File: src/rtl/channel_add_pkg.sv
// Shared definitions for the channel add arbiter: default build constants,
// the requester-index width helper and the pipeline stage layout.
package channel_add_pkg;

    localparam int unsigned DEFAULT_NUM_REQ   = 4;
    localparam int unsigned DEFAULT_WIDTH     = 16;
    localparam int unsigned DEFAULT_ADD_CONST = 2;
    localparam int unsigned DEFAULT_LATENCY   = 1;

    // Width of a requester index; never below one bit.
    function automatic int unsigned id_width(input int unsigned n);
        return (n > 1) ? 32'($clog2(n)) : 32'd1;
    endfunction

    localparam int unsigned DEFAULT_ID_W = id_width(DEFAULT_NUM_REQ);

    // Stage payload for the default build; the top re-declares it at its own widths.
    typedef struct packed {
        logic                      valid;
        logic [DEFAULT_ID_W-1:0]   id;
        logic [DEFAULT_WIDTH-1:0]  data;
    } stage_t;

endpackage

File: src/rtl/channel_add_arbiter_rr_arbiter.sv
// Round-robin grant selection.
// Ports:
//   req      in   NUM_REQ  request vector
//   ptr      in   ID_W     highest-priority index this cycle
//   en       in   1        grant enable; no grant when low
//   gnt      out  NUM_REQ  one-hot grant or zero (combinational)
//   gnt_idx  out  ID_W     encoded grant index (0 when no grant)
module rr_arbiter
    import channel_add_pkg::*;
#(
    parameter int unsigned NUM_REQ = DEFAULT_NUM_REQ
) (
    input  logic [NUM_REQ-1:0]              req,
    input  logic [id_width(NUM_REQ)-1:0]    ptr,
    input  logic                            en,
    output logic [NUM_REQ-1:0]              gnt,
    output logic [id_width(NUM_REQ)-1:0]    gnt_idx
);

    localparam int unsigned ID_W = id_width(NUM_REQ);

    logic            found;
    logic [ID_W-1:0] cand;

    // Scan from ptr upward with wrap-around; first valid requester wins.
    always_comb begin
        gnt     = '0;
        gnt_idx = '0;
        found   = 1'b0;
        cand    = '0;
        for (int unsigned k = 0; k < NUM_REQ; k++) begin
            cand = ID_W'((32'(ptr) + k) % NUM_REQ);
            if (en && !found && req[cand]) begin
                found     = 1'b1;
                gnt[cand] = 1'b1;
                gnt_idx   = cand;
            end
        end
    end

endmodule

File: src/rtl/channel_add_arbiter.sv
// Shares one pipelined add-by-constant channel among NUM_REQ requesters.
// Ports:
//   clk, rst     clock (rising edge), asynchronous active-high reset
//   req_valid    in   NUM_REQ        per-requester valid
//   req_data     in   NUM_REQ*WIDTH  requester i word at [i*WIDTH +: WIDTH]
//   req_ready    out  NUM_REQ        one-hot grant or zero (combinational)
//   resp_valid   out  1              response valid
//   resp_data    out  WIDTH          data + ADD_CONST (mod 2^WIDTH)
//   resp_id      out  ID_W           originating requester index
//   resp_ready   in   1              downstream accepts response
module channel_add_arbiter
    import channel_add_pkg::*;
#(
    parameter int unsigned NUM_REQ   = DEFAULT_NUM_REQ,
    parameter int unsigned WIDTH     = DEFAULT_WIDTH,
    parameter int unsigned ADD_CONST = DEFAULT_ADD_CONST,
    parameter int unsigned LATENCY   = DEFAULT_LATENCY
) (
    input  logic                            clk,
    input  logic                            rst,
    input  logic [NUM_REQ-1:0]              req_valid,
    input  logic [NUM_REQ*WIDTH-1:0]        req_data,
    output logic [NUM_REQ-1:0]              req_ready,
    output logic                            resp_valid,
    output logic [WIDTH-1:0]                resp_data,
    output logic [id_width(NUM_REQ)-1:0]    resp_id,
    input  logic                            resp_ready
);

    localparam int unsigned ID_W = id_width(NUM_REQ);

    typedef struct packed {
        logic             valid;
        logic [ID_W-1:0]  id;
        logic [WIDTH-1:0] data;
    } pipe_stage_t;

    pipe_stage_t        stg [LATENCY];
    logic [ID_W-1:0]    ptr;
    logic [ID_W-1:0]    next_ptr;
    logic [ID_W-1:0]    gnt_idx;
    logic [NUM_REQ-1:0] gnt;
    logic               adv;
    logic               accept;
    logic [WIDTH-1:0]   win_data;
    logic [WIDTH-1:0]   sum;

    // Whole pipeline moves only when the output slot is free or being drained.
    assign adv = ~stg[LATENCY-1].valid | resp_ready;

    rr_arbiter #(
        .NUM_REQ (NUM_REQ)
    ) u_arb (
        .req     (req_valid),
        .ptr     (ptr),
        .en      (adv),
        .gnt     (gnt),
        .gnt_idx (gnt_idx)
    );

    assign req_ready = gnt;
    assign accept    = |gnt;
    assign win_data  = req_data[32'(gnt_idx)*WIDTH +: WIDTH];
    assign sum       = WIDTH'(win_data + WIDTH'(ADD_CONST));
    assign next_ptr  = ID_W'((32'(gnt_idx) + 32'd1) % NUM_REQ);

    // Pointer and stage registers; payload only loads behind a valid word so
    // the output keeps its last valid values across bubbles.
    always_ff @(posedge clk or posedge rst) begin
        if (rst) begin
            ptr <= '0;
            for (int unsigned s = 0; s < LATENCY; s++) begin
                stg[s] <= '0;
            end
        end else begin
            if (accept) begin
                ptr <= next_ptr;
            end
            if (adv) begin
                stg[0].valid <= accept;
                if (accept) begin
                    stg[0].id   <= gnt_idx;
                    stg[0].data <= sum;
                end
                for (int unsigned s = 1; s < LATENCY; s++) begin
                    stg[s].valid <= stg[s-1].valid;
                    if (stg[s-1].valid) begin
                        stg[s].id   <= stg[s-1].id;
                        stg[s].data <= stg[s-1].data;
                    end
                end
            end
        end
    end

    assign resp_valid = stg[LATENCY-1].valid;
    assign resp_data  = stg[LATENCY-1].data;
    assign resp_id    = stg[LATENCY-1].id;

endmodule

File: config.mk
export PLATFORM = sky130hd
export DESIGN_NAME = channel_add_arbiter
export DESIGN_NICKNAME = d
export VERILOG_FILES = /design/src/rtl/channel_add_pkg.sv /design/src/rtl/channel_add_arbiter_rr_arbiter.sv /design/src/rtl/channel_add_arbiter.sv
export SDC_FILE = /design/constraint.sdc
export NUM_CORES = 1
export LEC_CHECK = 0
export ABC_CLOCK_PERIOD_IN_PS = 6150
export CAP_MARGIN = 15
export CELL_PAD_IN_SITES_DETAIL_PLACEMENT = 0
export CELL_PAD_IN_SITES_GLOBAL_PLACEMENT = 1
export CORE_ASPECT_RATIO = 0.75
export CORE_MARGIN = 4
export CORE_UTILIZATION = 35
export CTS_CLUSTER_DIAMETER = 100
export DETAILED_ROUTE_END_ITERATION = 12
export GPL_TIMING_DRIVEN = 0
export PLACE_DENSITY_LB_ADDON = 0.1
export SYNTH_ARGS = -nofsm -noshare
export SYNTH_HDL_FRONTEND = slang
export SYNTH_SLANG_ARGS = --single-unit
File: constraint.sdc
create_clock -name clk -period 6.15 [get_ports clk]
set_input_delay 0.9225 -clock clk [delete_from_list [all_inputs] [get_ports clk]]
set_output_delay 0.9225 -clock clk [all_outputs]
set_load 0.02 [all_outputs]
==> metrics.yaml, run 1 <==
die_w_um: 105
clock-sinks: 21
yosysTopAreaCellShare_pct: 21.2
layout_commonest_cell: "clkdlybuf4s50_1"
cts.htree.levels: 1
viasPerCell: 5.53
grt_pass1_vias: 2484
clock_tree.root_cell: "clkbuf_8"
rows: 26
setup_viol: 0
drtPass1Iterations: 7
cts_hold_buf: 0
netlist_area_um2: 2480
diodes: 0
finalSetupTns_ps: 0
hold_class: "flip-flop to flip-flop"
path_clk_slew_ps: 70
wl_per_cell_um: 17.0
rsz0062_at_grt: "no"
area_growth_pct: 43.9
syn_nets: 374
drc: 0
synth_top_flop_cell: "dfrtp_1"
postSynthCellCount: 296
fin_hold_ws_ps: 487
grt_first_pass_wirelength_mm: 13.2
pwr_density_cell_nw_per_um2: 637
numCtsBuffers: 3
ys_seq_area_share_pct: 21.2
clock_skew_ps: 3.24
critPathCaptureType: "flip-flop"
cts_resized: 0
cp-start-kind: "input port"
synth-seq-cells: 21
routed_wl_mm: 8.33
synth_enable_flop_cells: 0
ys_async_sr_fraction_pct: 100
core_um2: 6860
finalHoldViolCount: 0
io_buffers: 92
required_ps: 6290
gp_congestion: 0.928
crit_fanout: 10
dieArea_um2: 8510
multi_input_area_um2: 1820
dpl.hpwl_mm: 6.79
overflow: 0
yosys_warnings: 0
final_antenna_net_count: 0
yosysTopAreaCell: "dfrtp_1"
ys_types: 71
io-pin-count: 94
min_period_over_period_pct: 76.9
num_vias: 2709
drive_gt1_share_pct: 13.0
slew_violations: 0
grt_max_degree: 22
vdd_drop_max_mv: 0.199
die_h_um: 80.9
layout_common_cells: "92 x clkdlybuf4s50_1, 52 x nand2_1, 21 x dfrtp_1"
grt_usage_pct: 19.3
cts_max_path_buffers: 2
cts_tree: "done"
worstMarginPinSlew_ps: 760
post-route-min-period_ps: 4730
start_util_pct: 36.1
slew_headroom_pct: 49.3
path_class: "input port to flip-flop"
seq_area_um2: 526
post_cts_buffers: 0
synthTopCellsByArea: "dfrtp_1 21%, nand2_1 7.9%, mux2i_1 5.2%"
dr.first_iter.drc_count: 230
status: "completed"
fmax_mhz: 211
maxCapViolCount: 0
nFillCells: 663
nNetsFinal: 471
p_leak_nw: 1.40
power_mw: 2.27
clock_latency_ps: 250
arrival_ps: 4870
syn_avg_cell_area_um2: 8.38
antenna_found_initial: 0
==> worst paths after layout <==
check / from / slack (ps) / cells past startpoint / endpoint
worst max-delay path: req_valid[1] / 1420 / 15 / resp_data[15]
worst min-delay path: resp_data[4] / 490 / 2 / resp_data[4]
worst max register to register: ptr[0] / 1450 / 17 / resp_data[15]
worst min register to register: resp_data[4] / 490 / 2 / resp_data[4]
max in group asynchronous: rst / 4570 / 2 / resp_data[4]
min in group asynchronous: rst / 1100 / 2 / resp_data[2]
==> metal layers <==
metal / vias up / share of wire [%] / track usage (%)
met2: 122 / 38 / 26.8
li1: 1322 / - / -
met1: 1257 / 52 / 29.8
met3: 8 / 8.4 / 4.53
met4: 0 / 0.61 / 3.67
met5: - / 0 / 0
==> sequential cells by signal (all words and copies together), names as in the netlist <==
register,cells
resp_id,2
resp_data,16
resp_valid,1
ptr,2
==> stage by stage <==
stage	util (%)	cell area, um2	cells	setup slack, ps
after floorplan	-	2480	296	2410
after global placement	51.3	3520	486	1250
after detailed placement	51.3	3520	486	1220
after CTS	52.0	3570	490	1470
after global routing	52.0	3570	490	1180
final	52.0	3570	490	1420
==> final cells by class <==
type | count | area share, %
plain buffers | 18 | 3.08
clock buffers | 4 | 1.26
multi-input cells | 249 | 50.9
well taps | 98 | 3.43
repair buffers | 92 | 25.8
flip-flops and latches | 21 | 14.7
inverters | 8 | 0.841
==> cell families (layout without fill, tap and decap cells) <==
family	count (synthesis)	after routing	synth area share, %
AOI/OAI and AO/OA	77	77	24.4
xor gates and xnor gates	11	11	3.88
adders and majority gates	7	7	3.53
buffers and inverters	26	122	5.65
DFF	21	21	21.2
muxes	26	26	12.2
and+or+nand+nor	128	128	29.1
==> worst max-delay path: stages <==
cell and delay (ps):
clkdlybuf4s50_1 660, inv_1 120, o311ai_2 520, a31oi_1 210, o32ai_2 360, buf_4 260
buf_6 170, clkbuf_1 450, a21o_1 240, inv_1 50, ha_1 200, inv_1 170
nor2_1 120, and4_1 180, o31a_1 230
==> Yosys cell counts, types with 3 or more instances <==
library cell and number:
o211ai_1 3, mux2i_1 13, ha_1 7, and3_1 8, a222oi_1 4, nand2b_1 4, o2111ai_1 4, nor2_1 7
a21oi_1 7, inv_1 8, nand2_1 52, o21ai_1 5, buf_4 3, mux2_2 10, buf_2 7, a31oi_1 5
buf_6 3, nand3_1 17, nor3_1 5, and2_1 6, dfrtp_1 21, nor4_1 3, nand4_1 3, xnor2_1 9
a211oi_1 6, o21ai_0 16, clkbuf_1 5
==> report_power, final <==
| part | switching, mW | internal, mW | leakage [nW] |
|---|---|---|---|
| clock network | 0.0413 | 0.0460 | 0.0228 |
| logic | 1.10 | 0.800 | 1.13 |
| registers | 0.0583 | 0.224 | 0.247 |
Power figures use the tool's default switching activity.
==> inputs of run 2 (changes only) <==
- ABC_CLOCK_PERIOD_IN_PS: 6150 -> 4070
- CORE_UTILIZATION: 35 -> 29
- clock period: 6.15 -> 4.07 ns (I/O delays scaled with it)
==> run 2 against run 1 <==
Net effect: worst hold slack worse by 15 ps; critical endpoint unchanged; critical path depth up 2; sequential power up 43%; count of clock-buffer cells in the layout down 1; largest power group unchanged; sequential cell count unchanged.
==> metrics.yaml, run 2 (synthesis results as in run 1) <==
fin_area_um2: 3710  # was 3570 um2
drive_gt1_share_pct: 16.7  # was 13.0%
post-route-min-period_ps: 3960
ff2ff_path_depth: 17  # unchanged
grt_first_pass_wirelength_mm: 14.0  # was 13.2 mm
min_period_over_period_pct: 97.4
p_leak_nw: 1.45  # was 1.40 nW
setup_viol: 0  # unchanged
holdPathEnd: "resp_data[4]"  # unchanged
grt_pass1_vias: 2603  # was 2484
status: "completed"  # unchanged
pwr_density_cell_nw_per_um2: 981  # was 637 nW/um2
fmax_mhz: 252
min_path_cells: 2  # unchanged
grt_max_degree: 22  # unchanged
clock_tree.root_cell: "clkbuf_16"  # was clkbuf_8
layout_commonest_cell: "clkdlybuf4s50_1"  # unchanged
diodes: 0  # unchanged
finalWorstSetupSlack_ps: 106  # was 1420 ps
path_clk_slew_ps: 70  # about the same
path_cells: "clkinvlp_4, ha_1, buf_4, mux2i_2, o32ai_4, and2_1, o32ai_2, buf_6, buf_6, clkbuf_4, a21o_1, inv_1, ha_1, inv_2, nor2_1, and4_1, o31a_1"  # was clkdlybuf4s50_1, inv_1, o311ai_2, a31oi_1, o32ai_2, buf_4, buf_6, clkbuf_1, a21o_1, inv_1, ha_1, inv_1, nor2_1, and4_1, o31a_1
grt_usage_pct: 17.6  # was 19.3%
fin_util_pct: 45.8  # was 52.0%
core_um2: 8090  # was 6860 um2
crit_fanout: 10  # unchanged
crit_slowest_cell: "dfrtp_2"  # was clkdlybuf4s50_1
dpl.hpwl_mm: 7.23  # was 6.79 mm
cp-start-kind: "flip-flop"  # was input port
finalHoldViolCount: 0  # unchanged
crit_start: "ptr[0]"  # was req_valid[1]
cts_max_path_buffers: 2  # unchanged
worstMarginPinSlew_ps: 867  # was 760 ps
final_antenna_net_count: 0  # unchanged
area_growth_pct: 49.5  # was 43.9%
overflow: 0  # unchanged
io-pin-count: 94  # unchanged
rows: 28  # was 26
antenna_found_initial: 0  # unchanged
maxCapViolCount: 0  # unchanged
cp.buffers_inverters: 7  # unchanged
required_ps: 4210  # was 6290 ps
slew_headroom_pct: 42.2  # was 49.3%
power_mw: 3.64  # was 2.27 mW
num_vias: 2680  # was 2709
cts_hold_buf: 0  # unchanged
clock-sinks: 21  # unchanged
timing.rr.end: "resp_data[15]"  # unchanged
die_w_um: 115  # was 105 um
vdd_drop_max_mv: 0.404  # was 0.199 mV
nNetsFinal: 475  # was 471
numCtsBuffers: 3  # unchanged
met2_length_mm: 3.71  # was 3.21 mm
min_from: "resp_data[4]"  # unchanged
dieArea_um2: 10100  # was 8510 um2
critPathCaptureType: "flip-flop"  # unchanged
routed_wl_mm: 9.13  # was 8.33 mm
clock_skew_ps: 8.20  # was 3.24 ps
met3_length_um: 678  # was 703 um
pre_cts_ws_ps: -601  # was 1220 ps
top_layer: "met4"  # unchanged
drc: 0  # unchanged
layout_common_cells: "92 x clkdlybuf4s50_1, 52 x nand2_1, 19 x dfrtp_1"  # was 92 x clkdlybuf4s50_1, 52 x nand2_1, 21 x dfrtp_1
critical-path-top-delay-family: "buffers and inverters"  # unchanged
drt-met1-wl_mm: 4.64  # was 4.37 mm
largest_reg_flops: 16  # unchanged
placed_area_um2: 3530  # was 3520 um2
hold_class: "flip-flop to flip-flop"  # unchanged
clock_latency_ps: 260  # was 250 ps
reg2reg_slack_ps: 110  # was 1450 ps
die_h_um: 88.1  # was 80.9 um
slew_violations: 0  # unchanged
path_class: "flip-flop to flip-flop"  # was input port to flip-flop
gp_congestion: 0.875  # was 0.928
dr.first_iter.drc_count: 174  # was 230
nFillCells: 814  # was 663
fin_hold_ws_ps: 472  # was 487 ps
viasPerCell: 5.35  # was 5.53
cpPeakStageDelay_ps: 400  # was 660 ps
start_util_pct: 30.7  # was 36.1%
arrival_ps: 4110  # was 4870 ps
drtPass1Iterations: 5  # was 7
wl_per_cell_um: 18.2  # was 17.0 um
cts_tree: "done"  # unchanged
io_buffers: 92  # unchanged
worstReg2RegStart: "ptr[0]"  # unchanged
cts.htree.levels: 1  # unchanged
## run 2: stage by stage
stage / cells / TNS (ps)
4_1_cts: 500 / 0
2_1_floorplan: 296 / 0
5_1_grt: 501 / -90.8
3_3_place_gp: 493 / -4790
3_5_place_dp: 493 / -5040
6_report: 501 / 0
## run 2: layout make-up
type	count	area, um2	share of cell area, %
clock inverter	1	5.00	0.135
inverter	8	33.8	0.911
sequential	21	528	14.2
tap	105	131	3.54
buffer	18	119	3.21
timing repair buffer	96	951	25.6
multi-input combinational	249	1870	50.3
clock buffer	3	75.1	2.02
## run 2: report_power, final
group,switching [mW],internal [mW]
Combinational,1.76,1.27
Clock,0.0807,0.132
Sequential,0.0621,0.341
Total,1.90,1.74
## run 2: tightest hold or removal path: cells and delay by family (launching register included)
| kind | cells | cell delay (ps) |
|---|---|---|
| and+or+nand+nor | 1 | 40 |
| AOI/OAI and AO/OA | 1 | 50 |
| DFF | 1 | 340 |
## run 2: routing by layer
metal | up-vias | global-route usage (%)
met1 | 1246 | 27.0
met2 | 106 | 25.8
met4 | 0 | 2.77
li1 | 1320 | -
met3 | 8 | 3.31
met5 | - | 0
## run 2: what timing repair did
item / CTS / global route
endpoints found under the setup margin: 25 / 7
pin swaps: 0 / 2
buffers inserted: 3 / 1
gates cloned: 0 / 0
gates resized for setup: 7 / 10
## run 2: how the worst max path moves through the flow
stage                    endpoint  slack, ps  depth (start not counted)
floorplan           resp_data[15]        390                         17
CTS                 resp_data[15]         60                         15
global route        resp_data[15]        -50                         17
global placement    resp_data[15]       -570                         17
detailed placement  resp_data[15]       -600                         17
finish              resp_data[15]        110                         17
